## config.mk

```make
export PLATFORM = sky130hd
export DESIGN_NAME = mips_ctrl_pipe
export DESIGN_NICKNAME = d
export VERILOG_FILES = /design/src/rtl/mips_ctrl_pkg.sv /design/src/rtl/mips_ctrl_decode.sv /design/src/rtl/mips_ctrl_pipe.sv
export SDC_FILE = /design/constraint.sdc
export NUM_CORES = 1
export LEC_CHECK = 0
export ABC_AREA = 1
export ABC_CLOCK_PERIOD_IN_PS = 1800
export BUFFER_PORTS_ARGS = -buffer_cell sky130_fd_sc_hd__buf_2
export CAP_MARGIN = 25
export CORE_MARGIN = 3
export CORE_UTILIZATION = 48
export DETAILED_ROUTE_END_ITERATION = 12
export PLACE_DENSITY = 0.92
export SYNTH_ARGS = -nofsm -noshare
export SYNTH_HDL_FRONTEND = slang
export SYNTH_SLANG_ARGS = --single-unit
```

## constraint.sdc

```tcl
create_clock -name clk -period 1.8 [get_ports clk]
set_input_delay 0.09 -clock clk [delete_from_list [all_inputs] [get_ports clk]]
set_output_delay 0.09 -clock clk [all_outputs]
set_load 0.02 [all_outputs]
```

## src/rtl/mips_ctrl_pkg.sv

```systemverilog
// Shared opcodes, ALUOp codes and control-bundle layout for the pipelined
// MIPS main-control block.
package mips_ctrl_pkg;

  localparam int OP_W  = 6;
  localparam int M_W   = 4;
  localparam int WB_W  = 2;

  localparam logic [5:0] OP_RTYPE = 6'b000000;
  localparam logic [5:0] OP_LW    = 6'b100011;
  localparam logic [5:0] OP_SW    = 6'b101011;
  localparam logic [5:0] OP_BEQ   = 6'b000100;
  localparam logic [5:0] OP_ADDI  = 6'b001000;
  localparam logic [5:0] OP_SLTI  = 6'b001010;
  localparam logic [5:0] OP_ANDI  = 6'b001100;
  localparam logic [5:0] OP_ORI   = 6'b001101;
  localparam logic [5:0] OP_J     = 6'b000010;

  localparam logic [2:0] ALU_ADD   = 3'b000;
  localparam logic [2:0] ALU_SUB   = 3'b001;
  localparam logic [2:0] ALU_RTYPE = 3'b010;
  localparam logic [2:0] ALU_OR    = 3'b011;
  localparam logic [2:0] ALU_AND   = 3'b100;
  localparam logic [2:0] ALU_SLT   = 3'b101;

  // EX bundle is {RegDst, ALUOp, ALUSrc}; RegDst index tracks the ALUOp width.
  localparam int EX_ALUSRC   = 0;
  localparam int M_BRANCH    = 3;
  localparam int M_MEMREAD   = 2;
  localparam int M_MEMWRITE  = 1;
  localparam int M_JUMP      = 0;
  localparam int WB_REGWRITE = 1;
  localparam int WB_MEMTOREG = 0;

  function automatic int ex_regdst(input int aluop_w);
    return aluop_w + 1;
  endfunction

endpackage

```

## src/rtl/mips_ctrl_decode.sv

```systemverilog
// Combinational main-control decode: opcode to EX/M/WB bundles, plus the
// illegal-opcode flag and whether the instruction reads rt as a source.
module mips_ctrl_decode
  import mips_ctrl_pkg::*;
#(
  parameter int ALUOP_W = 3
) (
  input  logic                 valid,
  input  logic [OP_W-1:0]      op,
  output logic [ALUOP_W+1:0]   ex,
  output logic [M_W-1:0]       m,
  output logic [WB_W-1:0]      wb,
  output logic                 illegal,
  output logic                 uses_rt
);

  logic       regdst;
  logic [2:0] aluop;
  logic       alusrc;

  // Decode table; an invalid slot or unknown opcode yields an all-zero bubble.
  always_comb begin
    regdst  = 1'b0;
    aluop   = ALU_ADD;
    alusrc  = 1'b0;
    m       = 4'b0000;
    wb      = 2'b00;
    illegal = 1'b0;
    uses_rt = 1'b0;
    if (valid) begin
      case (op)
        OP_RTYPE: begin regdst = 1'b1; aluop = ALU_RTYPE; wb = 2'b10; uses_rt = 1'b1; end
        OP_LW:    begin alusrc = 1'b1; m = 4'b0100; wb = 2'b11; end
        OP_SW:    begin alusrc = 1'b1; m = 4'b0010; uses_rt = 1'b1; end
        OP_BEQ:   begin aluop = ALU_SUB; m = 4'b1000; uses_rt = 1'b1; end
        OP_ADDI:  begin alusrc = 1'b1; wb = 2'b10; end
        OP_SLTI:  begin aluop = ALU_SLT; alusrc = 1'b1; wb = 2'b10; end
        OP_ANDI:  begin aluop = ALU_AND; alusrc = 1'b1; wb = 2'b10; end
        OP_ORI:   begin aluop = ALU_OR; alusrc = 1'b1; wb = 2'b10; end
        OP_J:     begin m = 4'b0001; end
        default:  begin illegal = 1'b1; end
      endcase
    end else begin
      regdst  = 1'b0;
      alusrc  = 1'b0;
    end
  end

  assign ex = {regdst, ALUOP_W'(aluop), alusrc};

endmodule

```

## src/rtl/mips_ctrl_pipe.sv

```systemverilog
// Pipelined MIPS control: ID decode, ID/EX, EX/MEM and MEM/WB control
// registers, load-use stall and branch/jump flush generation.
module mips_ctrl_pipe
  import mips_ctrl_pkg::*;
#(
  parameter int REG_AW    = 5,
  parameter int ALUOP_W   = 3,
  parameter int HAZARD_EN = 1
) (
  input  logic               clk,
  input  logic               rst_n,
  input  logic               id_valid,
  input  logic [OP_W-1:0]    id_op,
  input  logic [REG_AW-1:0]  id_rs,
  input  logic [REG_AW-1:0]  id_rt,
  input  logic               mem_zero,
  output logic [ALUOP_W+1:0] idex_ex,
  output logic [M_W-1:0]     idex_m,
  output logic [WB_W-1:0]    idex_wb,
  output logic [REG_AW-1:0]  idex_rt,
  output logic [M_W-1:0]     exmem_m,
  output logic [WB_W-1:0]    exmem_wb,
  output logic [WB_W-1:0]    memwb_wb,
  output logic               stall,
  output logic               if_flush,
  output logic               pc_src_branch,
  output logic               illegal_op
);

  localparam logic HZ_ON = (HAZARD_EN != 0);

  logic [ALUOP_W+1:0] dec_ex;
  logic [M_W-1:0]     dec_m;
  logic [WB_W-1:0]    dec_wb;
  logic               dec_illegal;
  logic               dec_uses_rt;
  logic               hz;

  mips_ctrl_decode #(.ALUOP_W(ALUOP_W)) u_decode (
    .valid   (id_valid),
    .op      (id_op),
    .ex      (dec_ex),
    .m       (dec_m),
    .wb      (dec_wb),
    .illegal (dec_illegal),
    .uses_rt (dec_uses_rt)
  );

  assign hz = HZ_ON & id_valid & idex_m[M_MEMREAD] & (idex_rt != '0) &
              ((idex_rt == id_rs) | ((idex_rt == id_rt) & dec_uses_rt));

  // A taken branch squashes the ID instruction, so it overrides the stall.
  assign pc_src_branch = exmem_m[M_BRANCH] & mem_zero;
  assign stall         = hz & ~pc_src_branch;
  assign if_flush      = pc_src_branch | (id_valid & dec_m[M_JUMP] & ~stall);

  // Control pipeline registers: reset > branch flush > stall > normal advance.
  always_ff @(posedge clk) begin
    if (!rst_n) begin
      idex_ex    <= '0;
      idex_m     <= '0;
      idex_wb    <= '0;
      idex_rt    <= '0;
      exmem_m    <= '0;
      exmem_wb   <= '0;
      memwb_wb   <= '0;
      illegal_op <= 1'b0;
    end else if (pc_src_branch) begin
      idex_ex    <= '0;
      idex_m     <= '0;
      idex_wb    <= '0;
      idex_rt    <= '0;
      exmem_m    <= '0;
      exmem_wb   <= '0;
      memwb_wb   <= exmem_wb;
      illegal_op <= 1'b0;
    end else if (stall) begin
      idex_ex    <= '0;
      idex_m     <= '0;
      idex_wb    <= '0;
      idex_rt    <= '0;
      exmem_m    <= idex_m;
      exmem_wb   <= idex_wb;
      memwb_wb   <= exmem_wb;
      illegal_op <= 1'b0;
    end else begin
      idex_ex    <= dec_ex;
      idex_m     <= dec_m;
      idex_wb    <= dec_wb;
      idex_rt    <= id_rt;
      exmem_m    <= idex_m;
      exmem_wb   <= idex_wb;
      memwb_wb   <= exmem_wb;
      illegal_op <= dec_illegal;
    end
  end

endmodule

```

Yosys cells after proc, flatten, opt, wreduce, memory -nomap -nowiden:

Cells that the tools add are included.

* flip-flop bits (word level): 25
* word-level logic and storage cells: 51
* output and inout bits: 28

* equality and inequality tests: 10
* mux-type cells: 9
* bitwise gates (word level): 14
* reductions and logical operators: 9

Operators with widths (count)
* == test 6 x 4 -> 1 bit, second input constant: 4
* one-hot mux 4 bit (4 select lines): 1
* one-hot mux 3 bit (5 select lines): 1
* == test 6 bit, second input constant: 2
* == test 5 bit: 2
* OR reduction 9 bit: 1
* bitwise AND 1 bit: 8
* == test 6 x 2 -> 1 bit, second input constant: 1
* == test 6 x 3 -> 1 bit, second input constant: 1
* logical NOT 6 bit: 1
* two-way mux 1 bit: 6
* OR reduction 3 bit: 2
* OR reduction 6 bit: 1
* nonzero test 5 bit: 1
* OR reduction 5 bit: 1
* inverter 1 bit: 4
* one-hot mux 2 bit (2 select lines): 1
* OR reduction 4 bit: 1
* bitwise OR 1 bit: 2
* OR reduction 2 bit: 1

Longest topological paths before layout:

Gate-level depths: netlist of run 1.

* depth after elaboration: 11
* mapped depth: 10

Cells and area by module:

Synthesis of run 1 repeated with hierarchy kept, for this count alone.

* cell total of the unflattened synthesis: 189
* area total of the unflattened synthesis: 1211.2 µm²

Modules (own cells, without submodules)
* mips_ctrl_pipe: sequential area each 500.5 µm², area an instance 945.9 µm², instances 1, cells each 136
* mips_ctrl_decode: sequential area each 0.0 µm², area an instance 265.3 µm², instances 1, cells each 53

Least setup slack after synthesis of run 1:

No wires, ideal clock.

* path kind: reg2out
* from: register idex_rt[0]
* to: output port stall
* path buffers: 0
* path slack: 0.429 ns
* arrival: 1.281 ns
* cell stages (with the launch flop): 9
* path through: dfxtp_1 -> inv_1 -> nand2_1 -> nand2_1 -> nor2_1 -> nand2_1 -> o21ai_2 -> nand2_2 -> nor2_1

* cells in the longest elaborated chain, start to end: 5
* elaborated cells on any way between the ends: 8
* classes of those cells: 2 x eq/ne; 5 x bitwise; 1 x reduce/logical

Ends and longest elaborated chain
* start: declaration: RTL line mips_ctrl_pipe.sv:20 `output logic [REG_AW-1:0] idex_rt,`
* start signal: assignment: RTL line mips_ctrl_pipe.sv:90 `idex_rt <= id_rt;`
* == test 5 bit: RTL line mips_ctrl_pipe.sv:50 `((idex_rt == id_rs) | ((idex_rt == id_rt) & dec_uses_rt));`
* bitwise AND 1 bit: RTL line mips_ctrl_pipe.sv:50
* bitwise OR 1 bit: RTL line mips_ctrl_pipe.sv:50
* bitwise AND 1 bit (*): RTL line mips_ctrl_pipe.sv:49 `assign hz = HZ_ON & id_valid & idex_m[M_MEMREAD] & (idex_rt != '0) &`
* bitwise AND 1 bit (*): RTL line mips_ctrl_pipe.sv:54 `assign stall = hz & ~pc_src_branch;`
* end: declaration: RTL line mips_ctrl_pipe.sv:24 `output logic stall,`

Every way passes the cells marked *; elsewhere a longest branch is shown, timed or not.

Worst setup path after layout of run 1:

* from: input port id_rt[4]
* to: output port if_flush

* cells in the longest elaborated chain, start to end: 8

Ends and longest elaborated chain
* start: declaration: RTL line mips_ctrl_pipe.sv:15 `input logic [REG_AW-1:0] id_rt,`
* == test 5 bit: RTL line mips_ctrl_pipe.sv:50
* bitwise AND 1 bit: RTL line mips_ctrl_pipe.sv:50
* bitwise OR 1 bit: RTL line mips_ctrl_pipe.sv:50
* bitwise AND 1 bit: RTL line mips_ctrl_pipe.sv:49
* bitwise AND 1 bit: RTL line mips_ctrl_pipe.sv:54
* inverter 1 bit: RTL line mips_ctrl_pipe.sv:55 `assign if_flush = pc_src_branch | (id_valid & dec_m[M_JUMP] & ~stall);`
* bitwise AND 1 bit: RTL line mips_ctrl_pipe.sv:55
* bitwise OR 1 bit: RTL line mips_ctrl_pipe.sv:55
* end: declaration: RTL line mips_ctrl_pipe.sv:25 `output logic if_flush,`

Every way passes these cells.

==> results of run 1 <==
[logic make-up after synthesis]
family | Yosys count | share of synthesized area (%)
AOI/OAI and AO/OA | 4 | 2.747
and+or+nand+nor | 78 | 32.02
buffers and inverters | 28 | 10.75
DFF | 25 | 47.79
xor gates and xnor gates | 8 | 6.690
[worst reg2reg max path, delay by kind of cell, from the launching register on]
family | cells | cell delay (ns)
buffers and inverters | 1 | 0.05
flip-flops | 1 | 0.38
AND/OR/NAND/NOR | 6 | 0.85
[how the worst max path moves through the flow]
| stage | startpoint | endpoint | cells after the start |
|---|---|---|---|
| 2_1_floorplan | idex_rt[0]$_SDFF_PP0_ | stall | 8 |
| 3_3_place_gp | id_op[4] | if_flush | 10 |
| 3_5_place_dp | id_op[4] | if_flush | 10 |
| 4_1_cts | idex_rt[0]$_SDFF_PP0_ | if_flush | 10 |
| 5_1_grt | id_rt[4] | if_flush | 9 |
| 6_report | id_rt[4] | if_flush | 9 |
[routing by layer]
metal | GRT usage (%) | wire, µm | vias to the layer above
li1 | - | - | 545
met1 | 20.24 | 978 | 440
met2 | 32.64 | 1155 | 40
met3 | 2.849 | 139 | 5
met4 | 11.49 | 59 | 0
met5 | 0 | 0 | -
[area by class of cell]
cell class	count	area share, %
clock inverter	1	0.3587
tap	27	2.422
timing repair buffer	53	21.17
clock buffer	3	1.614
sequential	25	36.05
multi-input combinational	90	31.12
inverter	27	7.265
[per-stage QoR]
stage	instances	instance area (µm²)	total power [mW]	hold slack, ns
6_report	226	1395	0.9464	0.06656
5_1_grt	226	1395	0.9930	0.06245
4_1_cts	225	1383	0.9497	0.001135
3_5_place_dp	216	1305	0.7050	0.3211
3_3_place_gp	216	1305	0.7028	0.3017
2_1_floorplan	143	1047	0.6571	0.1835
[timing repair]
item,CTS,global route
setup endpoints to repair,0,1
endpoints found under the hold margin,6,1
gates resized for setup,0,2
hold buffers,5,1
[layout by cell type, fill, tap and decap left out]
| cell | n |
|---|---|
| clkbuf_4 | 3 |
| dlygate4sd3_1 | 6 |
| nor2_1 | 36 |
| o21ai_0 | 1 |
| nand3_2 | 2 |
| buf_2 | 47 |
| dfxtp_1 | 23 |
| nor3_1 | 3 |
| nand2_2 | 1 |
| nor2_2 | 2 |
| nor3b_1 | 1 |
| xnor2_1 | 4 |
| a21oi_1 | 1 |
| clkinv_2 | 1 |
| nand4_1 | 1 |
| o211a_1 | 1 |
| o21ai_2 | 1 |
| nand2_1 | 22 |
| xor2_1 | 4 |
| dfxtp_2 | 2 |
| inv_2 | 1 |
| nand3_1 | 10 |
| inv_1 | 26 |
[power by group]
part | switching, mW | internal, mW | total (mW)
registers | 0.00875 | 0.564 | 0.572
logic | 0.0761 | 0.0573 | 0.133
clock network | 0.158 | 0.0831 | 0.241
[flip-flops by register name, indices dropped and copies added, names as in the netlist]
name        flops
idex_ex         5
exmem_wb        2
idex_m          4
idex_wb         2
idex_rt         5
exmem_m         4
illegal_op      1
memwb_wb        2
==> results.txt, run 1 <==
----------------------------------------------------
[Status]
  Outcome ... complete, no violations

[GRT]
  GRT Residual Overflow ... 0
  Vias in the first global route ... 921
  Global Route Usage Sum ... 18.46%
  Global-route wire length before repair ... 3684 µm
  Pin count of the biggest net entering global routing ... 15
  Initial antenna violation count ... 0

[Routing]
  DRC ... 0
  Antenna Violating Nets Remaining ... 0
  Average wire length per cell after detail routing ... 10.32 µm
  Drt pass-1 iters ... 4
  Number of vias after detailed routing ... 1030
  Final routed wirelength across all metal layers ... 2332 µm
  Drt via density ... 4.558
  Starting DRT DRC Count ... 11

[Synth]
  Portion of synthesized cell area occupied by the leading cell type ... 47.79%
  Number of enable flip-flop cells after synthesis ... 0
  Most numerous cell in the Yosys netlist ... nor2_1
  Unique cell type count in the Yosys netlist ... 19
  Most used flip-flop cell after synthesis ... dfxtp_1
  Share of the yosys chip area belonging to registers ... 47.79%
  Register bit count reported by yosys ... 25
  Post-synth top cells ... nor2_1 (36), inv_1 (26), dfxtp_1 (25)
  Post-synth ARST share ... 0%
  Number of instances in the synthesized netlist ... 143
  Yosys warnings ... 0
  Post-Syn Nets ... 163
  Post-synthesis average cell area ... 7.323 µm²
  Post-synth top area cell ... dfxtp_1
  Top area cells in the synthesized netlist ... dfxtp_1 (48%), nor2_1 (13%), inv_1 (9.3%), nand2_1 (7.9%), nand3_1 (4.8%)
  Post-synth design cell area ... 1047 µm²

[Power]
  Maximum ir drop on the vdd rail ... 0.4037 mV
  Cell Pwr Density ... 678.3 nW/µm²
  Leakage component of the power ... 0.7766 nW

[Timing]
  Final cycle utilization of the critical path ... 94.45%
  Number of setup violations in the final report ... 0
  Slew at the pin with the worst max-slew slack ... 0.3128 ns
  Sum of negative setup slack ... 0 ns
  Post-Route Skew ... 0.009363 ns
  Minimum clock period ... 1.700 ns
  Number of endpoints with negative hold slack in the final report ... 0
  Worst-case setup margin in the final layout ... 0.09986 ns
  Worst slew margin ... 78.98%
  Highest clock frequency the design can meet ... 0.5882 GHz
  Number of pins with negative max-slew slack in the final report ... 0
  Unrepaired setup endpoints after global routing ... no

[Worst setup path]
  Type of the worst setup path ... input pin to output pin
  Setup slack of the most critical reg-to-reg path ... 0.46 ns
  Delay-heaviest family, CP ... buffers and inverters
  Buf+Inv Stages, Crit Path ... 3
  Peak fanout along the critical path ... 4
  Arrival time of data at the critical path endpoint ... 1.61 ns
  Critical Path Source Type ... input pin
  Crit. End Element ... output pin
  Crit-path max cell delay ... 0.55 ns
  Crit Reg-Reg Endpoint ... idex_ex[3]$_SDFF_PP0_
  Worst-case reg-to-reg path depth ... 7
  Cell-by-cell listing of the critical path ... dlygate4sd3_1 -> buf_2 -> xnor2_1 -> nand3_1 -> o21ai_2 -> nand2_2 -> nand3_1 -> nand2_1 -> buf_2
  Reg2Reg Launch Point ... idex_rt[2]$_SDFF_PP0_
  Cell with the largest stage delay on the worst path ... dlygate4sd3_1
  Endpoint required time on the critical path ... 1.71 ns

[Worst hold path]
  Terminating pin of the worst hold path ... idex_m[0]$_SDFF_PP0_
  Startpoint of the most critical hold path ... id_valid
  Hold Crit Class ... input pin to flop
  Number of cells traversed by the worst hold path ... 3

[Cells and area]
  Inserted Diodes ... 0
  Share of cells above drive strength 1 ... 30.15%
  Combined flip-flop and latch cell area ... 503.0 µm²
  Area taken by multi-input logic gates ... 434.2 µm²
  Core occupancy in the finished layout ... 69.00%
  Fill cell count ... 174
  Final #Nets ... 220
  Area growth from synthesis to layout ... 33.21%

[Clock tree]
  CTS root buffer ... clkbuf_4
  Clock insertion delay at the later pin of the skew report ... 0.31 ns
  Clock tree from TritonCTS ... done
  Clock sink total ... 25
  Register clock-pin slew on the reported worst setup and hold paths ... 0.13 ns
  Inserted Clock Buffers ... 3
  CTS Buffer Depth ... 2
  Buffers inserted during post-CTS setup optimization ... 0
  Clock H-tree levels ... 1

[Floorplanning]
  Area of the core ... 2022 µm²
  Vertical die dimension ... 52.71 µm
  DIE AREA ... 2778 µm²
  Number of placed I/O pins ... 48
  Chip width ... 52.71 µm
  Effective utilization at floorplan ... 51.79%
  Number of standard-cell rows in the floorplan ... 16

[Placed design]
  Post-placement setup slack ... 0.4645 ns
  Detailed placer's ending HPWL ... 1771 µm
  Quantity of I/O buffers inserted on ports ... 47
  Gpl congestion ... 0.7773

[Job]
  MaxCap Viol Count ... 0

----------------------------------------------------
Note: power is estimated with default switching activity, not from simulation.
==> inputs of run 2 (changes only) <==
--- a/config.mk
+++ b/config.mk
@@ -5,12 +5,11 @@
 export SDC_FILE = /design/constraint.sdc
 export NUM_CORES = 1
 export LEC_CHECK = 0
-export ABC_AREA = 1
 export ABC_CLOCK_PERIOD_IN_PS = 1800
 export BUFFER_PORTS_ARGS = -buffer_cell sky130_fd_sc_hd__buf_2
 export CAP_MARGIN = 25
-export CORE_MARGIN = 3
-export CORE_UTILIZATION = 48
+export CORE_MARGIN = 2
+export CORE_UTILIZATION = 49
 export DETAILED_ROUTE_END_ITERATION = 12
 export PLACE_DENSITY = 0.92
 export SYNTH_ARGS = -nofsm -noshare
==> run 2 against run 1 <==
The flow now finishes with violations (negative setup slack); utilization is 2.4 points lower; global-route usage up 2.0 points; final cell count decreased by 17%; clock power down 2%; count of clock-buffer cells in the layout stayed put; sequential power hardly changed; sequential share of layout area is 1.1 points lower.
==> results.txt, run 2 <==
----------------------------------------------------
[Routing]
  Number of vias after detailed routing ... 963 (-6.5%)
  Antenna Violating Nets Remaining ... 0 (unchanged)
  Drt pass-1 iters ... 4 (unchanged)
  Final routed wirelength across all metal layers ... 2530 µm (+8.5%)
  Starting DRT DRC Count ... 16 (+5)
  Average wire length per cell after detail routing ... 13.46 µm (+30%)
  Drt via density ... 5.122 (+12%)
  DRC ... 0 (unchanged)

[GRT]
  Initial antenna violation count ... 0 (unchanged)
  Vias in the first global route ... 929 (+0.87%)
  GRT Residual Overflow ... 0 (unchanged)
  Pin count of the biggest net entering global routing ... 18 (+3)
  Global-route wire length before repair ... 4029 µm (+9.4%)
  Global Route Usage Sum ... 20.43% (+2.0 points)

[Timing]
  Final cycle utilization of the critical path ... 104.1% (+9.7 points)
  Slew at the pin with the worst max-slew slack ... 0.3342 ns (+0.02139 ns)
  Post-Route Skew ... 0.001701 ns (-0.007662 ns)
  Number of setup violations in the final report ... 2 (+2)
  Number of pins with negative max-slew slack in the final report ... 0 (unchanged)
  Worst slew margin ... 77.55% (-1.4 points)
  Minimum clock period ... 1.875 ns (+0.1745 ns)
  Unrepaired setup endpoints after global routing ... yes
  Highest clock frequency the design can meet ... 0.5334 GHz (-9.3%)
  Number of endpoints with negative hold slack in the final report ... 0 (unchanged)
  Sum of negative setup slack ... -0.1120 ns (-0.1120 ns)
  Worst-case setup margin in the final layout ... -0.07468 ns (-0.1745 ns)

[Synth]
  Post-synth design cell area ... 1102 µm² (+5.3%)
  Post-synth ARST share ... 0% (unchanged)
  Post-Syn Nets ... 128 (-21%)
  Portion of synthesized cell area occupied by the leading cell type ... 45.40% (-2.4 points)
  Number of enable flip-flop cells after synthesis ... 0 (unchanged)
  Adder-cell share of the synthesized area ... 0% (unchanged)
  Register bit count reported by yosys ... 25 (unchanged)
  Yosys warnings ... 0 (unchanged)
  Post-synth top area cell ... dfxtp_1
  Post-synthesis mux area share ... 0.9081% (+0.91 points)
  Share of the yosys chip area belonging to registers ... 45.40% (-2.4 points)
  Most used flip-flop cell after synthesis ... dfxtp_1
  Post-synthesis share of cell area spent on xor and xnor gates ... 9.535% (+2.8 points)
  Top area cells in the synthesized netlist ... dfxtp_1 (45%), xnor2_1 (7.9%), and2_1 (5.1%), and3_1 (4.0%), and4b_1 (2.7%)
  Compound-cell area share of the yosys netlist ... 9.989% (+7.2 points)
  Area share of and/or/nand/nor cells after synthesis ... 30.87% (-1.1 points)
  Dominant combinational cell family by area after synthesis ... simple AND/OR/NAND/NOR gates
  Unique cell type count in the Yosys netlist ... 37 (+18)
  Number of instances in the synthesized netlist ... 108 (-24%)
  Post-synthesis average cell area ... 10.21 µm² (+39%)
  Post-synth top cells ... dfxtp_1 (25), xnor2_1 (10), and2_1 (9)
  Most numerous cell in the Yosys netlist ... dfxtp_1

[Power]
  Power share of the clock group ... 24.6% (-0.8 points)
  Int Pwr ... 712.2 µW (+1.2%)
  Total power ... 954.8 µW (+0.89%)
  Net switching power of the design ... 242.6 µW (about the same)
  Switching part of the total ... 25.41% (-0.21 points)
  Cell Pwr Density ... 660.7 nW/µm² (-2.6%)
  Share of power burned in combinational logic ... 15.5% (+1.4 points)
  Maximum ir drop on the vdd rail ... 0.3779 mV (-6.4%)
  Leakage component of the power ... 0.7213 nW (-7.1%)
  Relative contribution of sequential cells to total power ... 59.9% (-0.6 points)

[Worst setup path]
  Endpoint required time on the critical path ... 1.71 ns (about the same)
  Peak fanout along the critical path ... 4 (unchanged)
  Critical Path Source Type ... flop
  Arrival time of data at the critical path endpoint ... 1.78 ns (+0.17 ns)
  Type of the worst setup path ... flop to output pin
  Crit. End Element ... output pin

[Clock tree]
  Clock tree from TritonCTS ... done
  CTS Buffer Depth ... 2 (unchanged)
  Clock sink total ... 25 (unchanged)
  Hold-fix buffer count after cts ... 0 (-5)
  Inserted Clock Buffers ... 3 (unchanged)
  Register clock-pin slew on the reported worst setup and hold paths ... 0.12 ns (about the same)
  CTS root buffer ... clkbuf_4
  Clock H-tree levels ... 1 (unchanged)
  Clock insertion delay at the later pin of the skew report ... 0.30 ns (about the same)

[Cells and area]
  Share of cells above drive strength 1 ... 43.75% (+14 points)
  Inserted Diodes ... 0 (unchanged)
  Commonest cells after routing, fill and taps aside ... buf_2 (45), dfxtp_1 (21), xnor2_1 (10)
  Most frequent standard cell in the layout excluding fill and tap cells ... buf_2
  Top flop regs ... idex_ex x5, idex_rt x5
  Core occupancy in the finished layout ... 66.61% (-2.4 points)
  Fill cell count ... 177 (+1.7%)
  Final #Nets ... 181 (-18%)
  Area growth from synthesis to layout ... 31.10%

[Worst hold path]
  Hold Crit Class ... input pin to flop

[Floorplanning]
  Area of the core ... 2170 µm² (+7.3%)
  Number of standard-cell rows in the floorplan ... 17 (+1)
  Chip width ... 51.43 µm (-2.4%)
  Effective utilization at floorplan ... 50.81% (-0.99 points)
  Number of placed I/O pins ... 48 (unchanged)
  Vertical die dimension ... 51.43 µm (-2.4%)
  DIE AREA ... 2645 µm² (-4.8%)

[Status]
  Failing checks ... negative setup slack
  Outcome ... complete, but fails checks

[Placed design]
  Detailed placer's ending HPWL ... 1873 µm (+5.8%)
  Post-placement setup slack ... 0.02151 ns (-0.4430 ns)
  Gpl congestion ... 0.8221 (+5.8%)
  Quantity of I/O buffers inserted on ports ... 47 (unchanged)

[Job]
  MaxCap Viol Count ... 0 (unchanged)

----------------------------------------------------
run 2: critical path, stage by stage (launching register included):
cell	delay, ns
dfxtp_2	0.34
or4_4	0.54
o21ai_4	0.20
nor3_4	0.08
nor2_4	0.12
nor2_1	0.05
buf_4	0.15
run 2: layout make-up:
class	count	area (µm²)	area share, %
inverters	1	3.754	0.2597
clock buffers	3	22.52	1.558
flip-flops and latches	25	505.5	34.98
well taps	28	35.03	2.424
multi-input cells	76	580.6	40.17
repair buffers	54	292.8	20.26
clock inverters	1	5.005	0.3463
run 2: layer usage:
metal | track usage [%] | share of wire (%)
met1 | 23.64 | 42
met3 | 3.216 | 5.4
met4 | 9.211 | 2.2
met5 | 0 | 0
met2 | 36.54 | 50
run 2: kinds of logic (layout without fill, tap and decap cells):
kind of cell	count (synthesis)	in the layout
and+or+nand+nor	49	49
DFF	25	25
AOI/OAI and AO/OA	14	14
xor gates and xnor gates	12	12
buffers and inverters	7	59
muxes	1	1
run 2: repair_timing:
action | CTS | global route
resized for setup | 5 | 3
buffers inserted | 4 | 2
setup endpoints to repair | 4 | 10
pin swaps | 5 | 3
run 2: metrics by stage:
stage / cell area [µm²] / instances / hold slack (ns)
after floorplan: 1102 / 108 / 0.1614
after global placement: 1355 / 179 / 0.3220
after detailed placement: 1355 / 179 / 0.3247
after CTS: 1426 / 187 / 0.007735
after global routing: 1445 / 188 / 0.02007
final: 1445 / 188 / 0.008946
run 2: path summary, 6_finish.rpt:
check	startpoint	endpoint	slack (ns)	cells past startpoint
min reg2reg	idex_m[1]$_SDFF_PP0_	exmem_m[1]$_SDFF_PP0_	0.47	1
max reg2reg	idex_rt[0]$_SDFF_PP0_	idex_wb[0]$_SDFF_PP0_	0.06	6
min	rst_n	memwb_wb[1]$_SDFF_PN0_	0.009	2
max	idex_rt[0]$_SDFF_PP0_	stall	-0.07	6
run 2: power groups by stage:
stage | logic [mW] | registers (mW) | clock network [mW]
finish | 0.148 | 0.572 | 0.235
global placement | 0.131 | 0.584 | 0
CTS | 0.144 | 0.571 | 0.240
detailed placement | 0.137 | 0.585 | 0
floorplan | 0.0742 | 0.596 | 0
global route | 0.161 | 0.574 | 0.266
